==> src/rtl/regfile_pkg.sv <==
// Shared constants and port-slicing helper for the integer register file and its users.
package regfile_pkg;

   localparam int unsigned ZERO_REG  = 0;
   localparam int unsigned XLEN_DEF  = 32;
   localparam int unsigned NREGS_DEF = 32;
   localparam int unsigned NRD_DEF   = 2;

   // Low bit of port k's field in a flattened multi-port bus of w-bit fields.
   function automatic int unsigned port_lo(input int unsigned k, input int unsigned w);
      return k * w;
   endfunction

endpackage

==> src/rtl/reg_scoreboard.sv <==
// Per-register busy scoreboard: set on issue, cleared on writeback, with per-port hazard flags.
module reg_scoreboard
   import regfile_pkg::*;
#(
   parameter int unsigned NREGS  = NREGS_DEF,
   parameter int unsigned NRD    = NRD_DEF,
   parameter int unsigned BYPASS = 1,
   parameter int unsigned AW     = $clog2(NREGS)
) (
   input  logic              clk,
   input  logic              rst,
   input  logic              ISS,
   input  logic [AW-1:0]     ISS_RD,
   input  logic              WE3,
   input  logic [AW-1:0]     A3,
   input  logic [NRD*AW-1:0] RA,
   output logic [NRD-1:0]    HAZ
);

   logic [NREGS-1:0] busy;
   logic [NREGS-1:0] busy_nxt;

   // Clear on writeback first so a same-cycle issue to that register wins.
   always_comb begin
      busy_nxt = busy;
      if (WE3) begin
         busy_nxt[A3] = 1'b0;
      end
      if (ISS) begin
         busy_nxt[ISS_RD] = 1'b1;
      end
      busy_nxt[ZERO_REG] = 1'b0;
   end

   always_ff @(posedge clk or posedge rst) begin
      if (rst) begin
         busy <= '0;
      end else begin
         busy <= busy_nxt;
      end
   end

   for (genvar k = 0; k < NRD; k++) begin : g_haz
      logic [AW-1:0] ra_k;
      logic          fwd;

      assign ra_k   = RA[port_lo(k, AW) +: AW];
      assign fwd    = (BYPASS != 0) && WE3 && (A3 == ra_k);
      assign HAZ[k] = busy[ra_k] && !fwd;
   end

endmodule

==> src/rtl/regfile_sb.sv <==
// Integer register file with N combinational read ports, one write port, write-to-read bypass and busy scoreboard.
module regfile_sb
   import regfile_pkg::*;
#(
   parameter int unsigned XLEN   = XLEN_DEF,
   parameter int unsigned NREGS  = NREGS_DEF,
   parameter int unsigned NRD    = NRD_DEF,
   parameter int unsigned BYPASS = 1,
   parameter int unsigned AW     = $clog2(NREGS)
) (
   input  logic                clk,
   input  logic                rst,
   input  logic [NRD*AW-1:0]   RA,
   output logic [NRD*XLEN-1:0] RD,
   output logic [NRD-1:0]      HAZ,
   input  logic                ISS,
   input  logic [AW-1:0]       ISS_RD,
   input  logic                WE3,
   input  logic [AW-1:0]       A3,
   input  logic [XLEN-1:0]     WD3
);

   logic [XLEN-1:0] regs [NREGS];
   logic            wr_ok;

   assign wr_ok = WE3 && (A3 != AW'(ZERO_REG));

   always_ff @(posedge clk or posedge rst) begin
      if (rst) begin
         for (int i = 0; i < int'(NREGS); i++) begin
            regs[i] <= '0;
         end
      end else if (wr_ok) begin
         regs[A3] <= WD3;
      end
   end

   // Per-port read mux: register zero reads zero, a matching writeback is forwarded.
   for (genvar k = 0; k < NRD; k++) begin : g_rd
      logic [AW-1:0] ra_k;
      logic          fwd;

      assign ra_k = RA[port_lo(k, AW) +: AW];
      assign fwd  = (BYPASS != 0) && wr_ok && (A3 == ra_k);

      assign RD[port_lo(k, XLEN) +: XLEN] = (ra_k == AW'(ZERO_REG)) ? '0 :
                                            fwd                      ? WD3 :
                                                                       regs[ra_k];
   end

   reg_scoreboard #(
      .NREGS  (NREGS),
      .NRD    (NRD),
      .BYPASS (BYPASS),
      .AW     (AW)
   ) u_sb (
      .clk    (clk),
      .rst    (rst),
      .ISS    (ISS),
      .ISS_RD (ISS_RD),
      .WE3    (WE3),
      .A3     (A3),
      .RA     (RA),
      .HAZ    (HAZ)
   );

endmodule

==> config.mk <==
export PLATFORM = sky130hd
export DESIGN_NAME = regfile_sb
export DESIGN_NICKNAME = d
export VERILOG_FILES = /design/src/rtl/regfile_pkg.sv /design/src/rtl/reg_scoreboard.sv /design/src/rtl/regfile_sb.sv
export SDC_FILE = /design/constraint.sdc
export NUM_CORES = 2
export LEC_CHECK = 0
export BUFFER_PORTS_ARGS = -buffer_cell sky130_fd_sc_hd__buf_2
export CORE_ASPECT_RATIO = 0.9
export CORE_UTILIZATION = 45
export DETAILED_ROUTE_END_ITERATION = 8
export PLACE_DENSITY = 0.71
export SYNTH_ARGS = -nofsm -noshare
export SYNTH_HDL_FRONTEND = slang
export SYNTH_HIERARCHICAL = 1
export SYNTH_SLANG_ARGS = --single-unit
==> constraint.sdc <==
create_clock -name clk -period 39.5 [get_ports clk]
set_clock_uncertainty 0.15 [all_clocks]
set_input_delay 3.95 -clock clk [delete_from_list [all_inputs] [get_ports clk]]
set_output_delay 3.95 -clock clk [all_outputs]
set_load 0.05 [all_outputs]
Word level (Yosys, flattened, before mapping)
Index checks and enable logic that the tools add are counted.
- output and inout port bits: 66
- logic and storage cells: 89
- register bits: 1055
- mux-type cells: 23
- reduce and logical (&&, ||, !) cells: 15
- equality and inequality tests: 2
- bitwise operators: 6
- magnitude comparators: 10
- operator list (cell ; number):
    1024-bit bitwise mux ; 1
    32-bit two-way mux ; 11
    32-bit binary-select mux with 5-bit select ; 2
    32-bit demux with 5-bit select ; 1
    32-bit bitwise AND ; 1
    32-bit inverter ; 1
    32-bit bitwise OR ; 1
    5-bit by 6-bit < comparator with 1-bit output, second input constant ; 4
    6-bit >= comparator, second input constant ; 3
    5-bit inverter with 6-bit output ; 3
    1-bit binary-select mux with 5-bit select ; 2
    1-bit demux with 5-bit select ; 2
    5-bit equality test ; 2
    5-bit by 1-bit >= comparator with 1-bit output, second input constant ; 2
    1-bit logical AND ; 10
    5-bit zero test ; 2
    6-bit by 1-bit < comparator with 1-bit output, second input constant ; 1
    5-bit nonzero test ; 1
    1-bit two-way mux ; 4
    1-bit zero test ; 2

Logic depth before layout (Yosys ltp)
- depth after elaboration: 9
- depth in mapped cells: 10
- depth with buffers taken out: 5

By module
The synthesis kept the hierarchy.
- modules (own cells, without submodules) (module ; times used ; area an instance (um2) ; seq. area each (um2) ; cells an instance):
    regfile_sb ; 1 ; 55313.0 ; 25624.6 ; 3900
    reg_scoreboard ; 1 ; 2001.9 ; 775.7 ; 193

Worst setup path before layout
OpenSTA, ideal clock, no wires.
- kind: input-to-output
- from: input RA[6]
- to: output RD[44]
- setup slack: 29.306 ns
- data arrival time: 6.094 ns
- stages on the path: 9
- cells stage by stage: buf_2 > buf_2 > buf_4 > buf_2 > buf_2 > mux2i_1 > a211oi_1 > a21oi_1 > a21oi_1
- word-level cells in the longest chain between the ends: 6
- RTL lines (item ; RTL line ; RTL):
    from (decl) ; regfile_sb.sv:13 ; input logic [NRD*AW-1:0] RA,
    5-bit inverter with 6-bit output (implied by the code) ; regfile_sb.sv:48 ; regs[ra_k];
    32-bit binary-select mux with 5-bit select ; regfile_sb.sv:48 ;
    32-bit two-way mux (implied by the code) (2 in series) ; regfile_sb.sv:48 ;
    32-bit two-way mux ; regfile_sb.sv:47 ; fwd ? WD3 :
    32-bit two-way mux (*) ; regfile_sb.sv:46 ; assign RD[port_lo(k, XLEN) +: XLEN] = (ra_k == AW'(ZERO_REG)) ? '0 :
    to (decl) ; regfile_sb.sv:14 ; output logic [NRD*XLEN-1:0] RD,
Every way passes the cells marked *; elsewhere a longest branch is shown, timed or not. The select of a mux whose other input is x is not followed.

Worst setup path after layout
- from: input RA[5]
- to: output RD[39]
Same word-level chain as after synthesis.

==> metrics.md <==
| Metric | Value |
|---|---|
| Antenna-violating nets left | `0` |
| CTS Hold Bufs | `0` |
| CP Capture Type | `primary output` |
| CTS resizes | `0` |
| Worst skew pair latency | `0.71 ns` |
| Slew HR | `8.01%` |
| Post-synthesis cell count | `4093` |
| Core area | `0.126 sq mm` |
| Setup-failing EPs final | `0` |
| Area grow syn2layout | `9.67%` |
| Detail Placement HPWL | `103000 microns` |
| WL/cell | `32.1 microns` |
| Fin. Hold Viols | `0` |
| VDD IR max | `0.0000389 V` |
| Width of the die | `378 microns` |
| Count of cell types in the netlist | `73` |
| Layout Nets | `4018` |
| Mean post-synth cell area | `14.0 sq um` |
| Met2 wire length | `85800 microns` |
| Die Area | `0.129 sq mm` |
| Crit Path Max Fanout | `81` |
| Most frequent cells in the layout | `dfrtp_1, mux2_2, mux4_2` |
| TritonCTS buffer count | `112` |
| Max-cap violations | `0` |
| Synth warnings | `6` |
| DR iter-0 viols | `4616` |
| Worst hold margin | `0.246 ns` |
| Reg2reg end | `regs[626]` |
| F_max | `80.3 MHz` |
| Number of synthesized flops with an enable pin | `0` |
| Synth Register Bits | `1055` |
| Initial Util | `45.6%` |
| Setup slack after placement | `26.97 ns` |
| Die extent in y | `341 microns` |
| Hold worst-path end | `regs[1016]` |
| Final worst setup slack | `27.05 ns` |
| Crit Path Category | `in -> out` |
| Rows | `123` |
| Longest Clk Path Bufs | `3` |
| Status | `finished clean` |
| Core Util, Final | `50.1%` |
| GRT overflow | `0` |
| Sequential area share after synthesis | `46.1%` |
| Lkg Pwr | `27.3 nW` |
| Top FF cell, synth | `dfrtp_1` |
| Root Driver | `clkbuf_16` |
| Final setup TNS | `0 ns` |
| Drt total wl | `185000 microns` |
| GRT Resource Usage Total | `28.7%` |
| Fill cell count | `10600` |
| Fin crit period | `12.45 ns` |
| Layout cells sized above 1 | `46.1%` |
| Largest net degree at the start of global routing | `178` |
| Share of the cycle needed by the critical path after routing | `31.5%` |
| Top sig layer | `met5` |
| Min-Delay Path Class | `reg -> reg` |
| Vias after detailed routing | `39200` |
| CP Data Required Time | `35.40 ns` |
| Hold depth | `0` |
| Post-route met1 wirelength | `72800 microns` |
| Worst-path clk slew | `0.06 ns` |
| Initial antenna violation count | `11` |
| Net Count, Synth | `4149` |
| Post-synth ARST share | `100%` |
| Post-CTS setup buffers | `0` |
| Min-delay src | `regs[1016]` |
| Io pins | `122` |
| R2R depth | `1` |
| Power per cell area | `51.6 mW/mm^2` |
| First-pass GRT wire length | `273000 microns` |
| Max Transition Viols Final | `0` |
| Clk sinks | `1055` |
| Initial DRT Pass Iterations | `5` |
| RSZ-0062 raised after global routing | `no` |
| Reg2reg setup slack | `38.54 ns` |
| H-tree depth | `3` |
| CP Launch Type | `primary input` |
| Via density | `6.82` |
| Vias in the first global route | `39200` |
| Gpl congestion | `0.832` |
| Most common cell after layout, fill and taps aside | `dfrtp_1` |
| Post-Syn Area | `0.0573 sq mm` |
| Critical Path AT | `8.35 ns` |
| Sequential cell area | `0.0264 sq mm` |
| Number of port buffers | `121` |
| Area of the multi-input gates | `0.0289 sq mm` |
| RR Startpoint | `regs[626]` |
| Worst-Margin Slew | `1.37 ns` |
| Residual DRC | `0` |
| Met3 WL post-DR | `17500 microns` |
| CTS tree | `done` |
[metrics by stage]
stage	instance area [sq um]	cells	total power, W
5_1_grt	62900	5748	0.00336
6_report	62900	5749	0.00324
3_3_place_gp	58900	5534	0.00209
2_1_floorplan	57300	4093	0.00194
3_5_place_dp	58900	5534	0.00212
4_1_cts	62800	5743	0.00324
[cells in the mapped netlist, drive strengths merged, types with 4 or more instances]
library cell     n  area [sq um]
a221oi          63           552
a2111oi          9          78.8
nor4            16           106
or4              4          30.0
mux4           375          8460
or2              5          31.3
a211oi          23           173
a22oi           25           188
xnor2           18           158
nor2            37           139
nand4            4          37.5
o41ai            4          35.0
clkbuf         245           921
a221o           10           100
dfrtp         1055         26400
a31oi            5          31.3
nand3b          16           120
o21a             4          30.0
mux2i          281          2810
nor3b            4          40.0
a22o            40           350
o22ai           46           288
o211ai           7          52.6
nand2          123           472
o221ai          67           587
or3b             9          78.8
buf            210          1240
a211o           15           131
mux2          1049         11800
o2111ai         10          87.6
o32ai            4          35.0
nand2b          11          68.8
inv              9          33.8
nor3            26           141
nand3           12          60.1
o211a            4          40.0
nor2b           14          87.6
o21ai          126           631
a21oi           81           405
[final cells by class]
class / instances / share of cell area [%]
Antenna cell: 5 / 0.0199
Multi-Input combinational cell: 2573 / 46.0
Clock inverter: 44 / 0.898
Timing Repair Buffer: 210 / 2.25
Tap cell: 1687 / 3.36
Clock buffer: 165 / 5.39
Inverter: 10 / 0.0717
Sequential cell: 1055 / 42.0
[critical path, stage by stage]
cell and delay, ns:
buf_8 0.48, buf_12 0.56, buf_4 0.72, buf_4 0.82, mux4_2 0.40, inv_1 0.05, a2111oi_0 0.47, nor3_1 0.11
a21oi_1 0.31, buf_2 0.33
[flip-flops by register name (all words and copies together) (netlist names)]
name	cells
regs	1024
u_sb/busy	31
[worst max path at each step]
stage / slack, ns / end / from / cells past startpoint
2_1_floorplan: 6.58 / regs[0] / rst / 1
4_1_cts: 26.95 / RD[39] / RA[5] / 10
5_1_grt: 26.62 / RD[39] / RA[5] / 10
3_3_place_gp: 26.92 / RD[39] / RA[5] / 10
6_report: 27.05 / RD[39] / RA[5] / 10
3_5_place_dp: 26.97 / RD[39] / RA[5] / 10
[logic make-up after synthesis]
family | after synthesis | share of synthesized area, %
buf+inv | 465 | 3.84
mux | 1705 | 40.3
simple gates | 298 | 2.77
flops | 1055 | 46.1
compound gates | 549 | 6.74
xor+xnor | 21 | 0.321
[layer usage]
metal,GRT usage (%),vias to the layer above
li1,-,15600
met1,38.8,20900
met2,44.5,2226
met3,6.40,467
met4,12.6,10
met5,0,-
[report_power, final]
group	switching [W]	internal, W
Combinational	0.000311	0.000365
Clock	0.000460	0.000665
Sequential	0.000156	0.00129
Note: power is estimated with default switching activity, not from simulation.
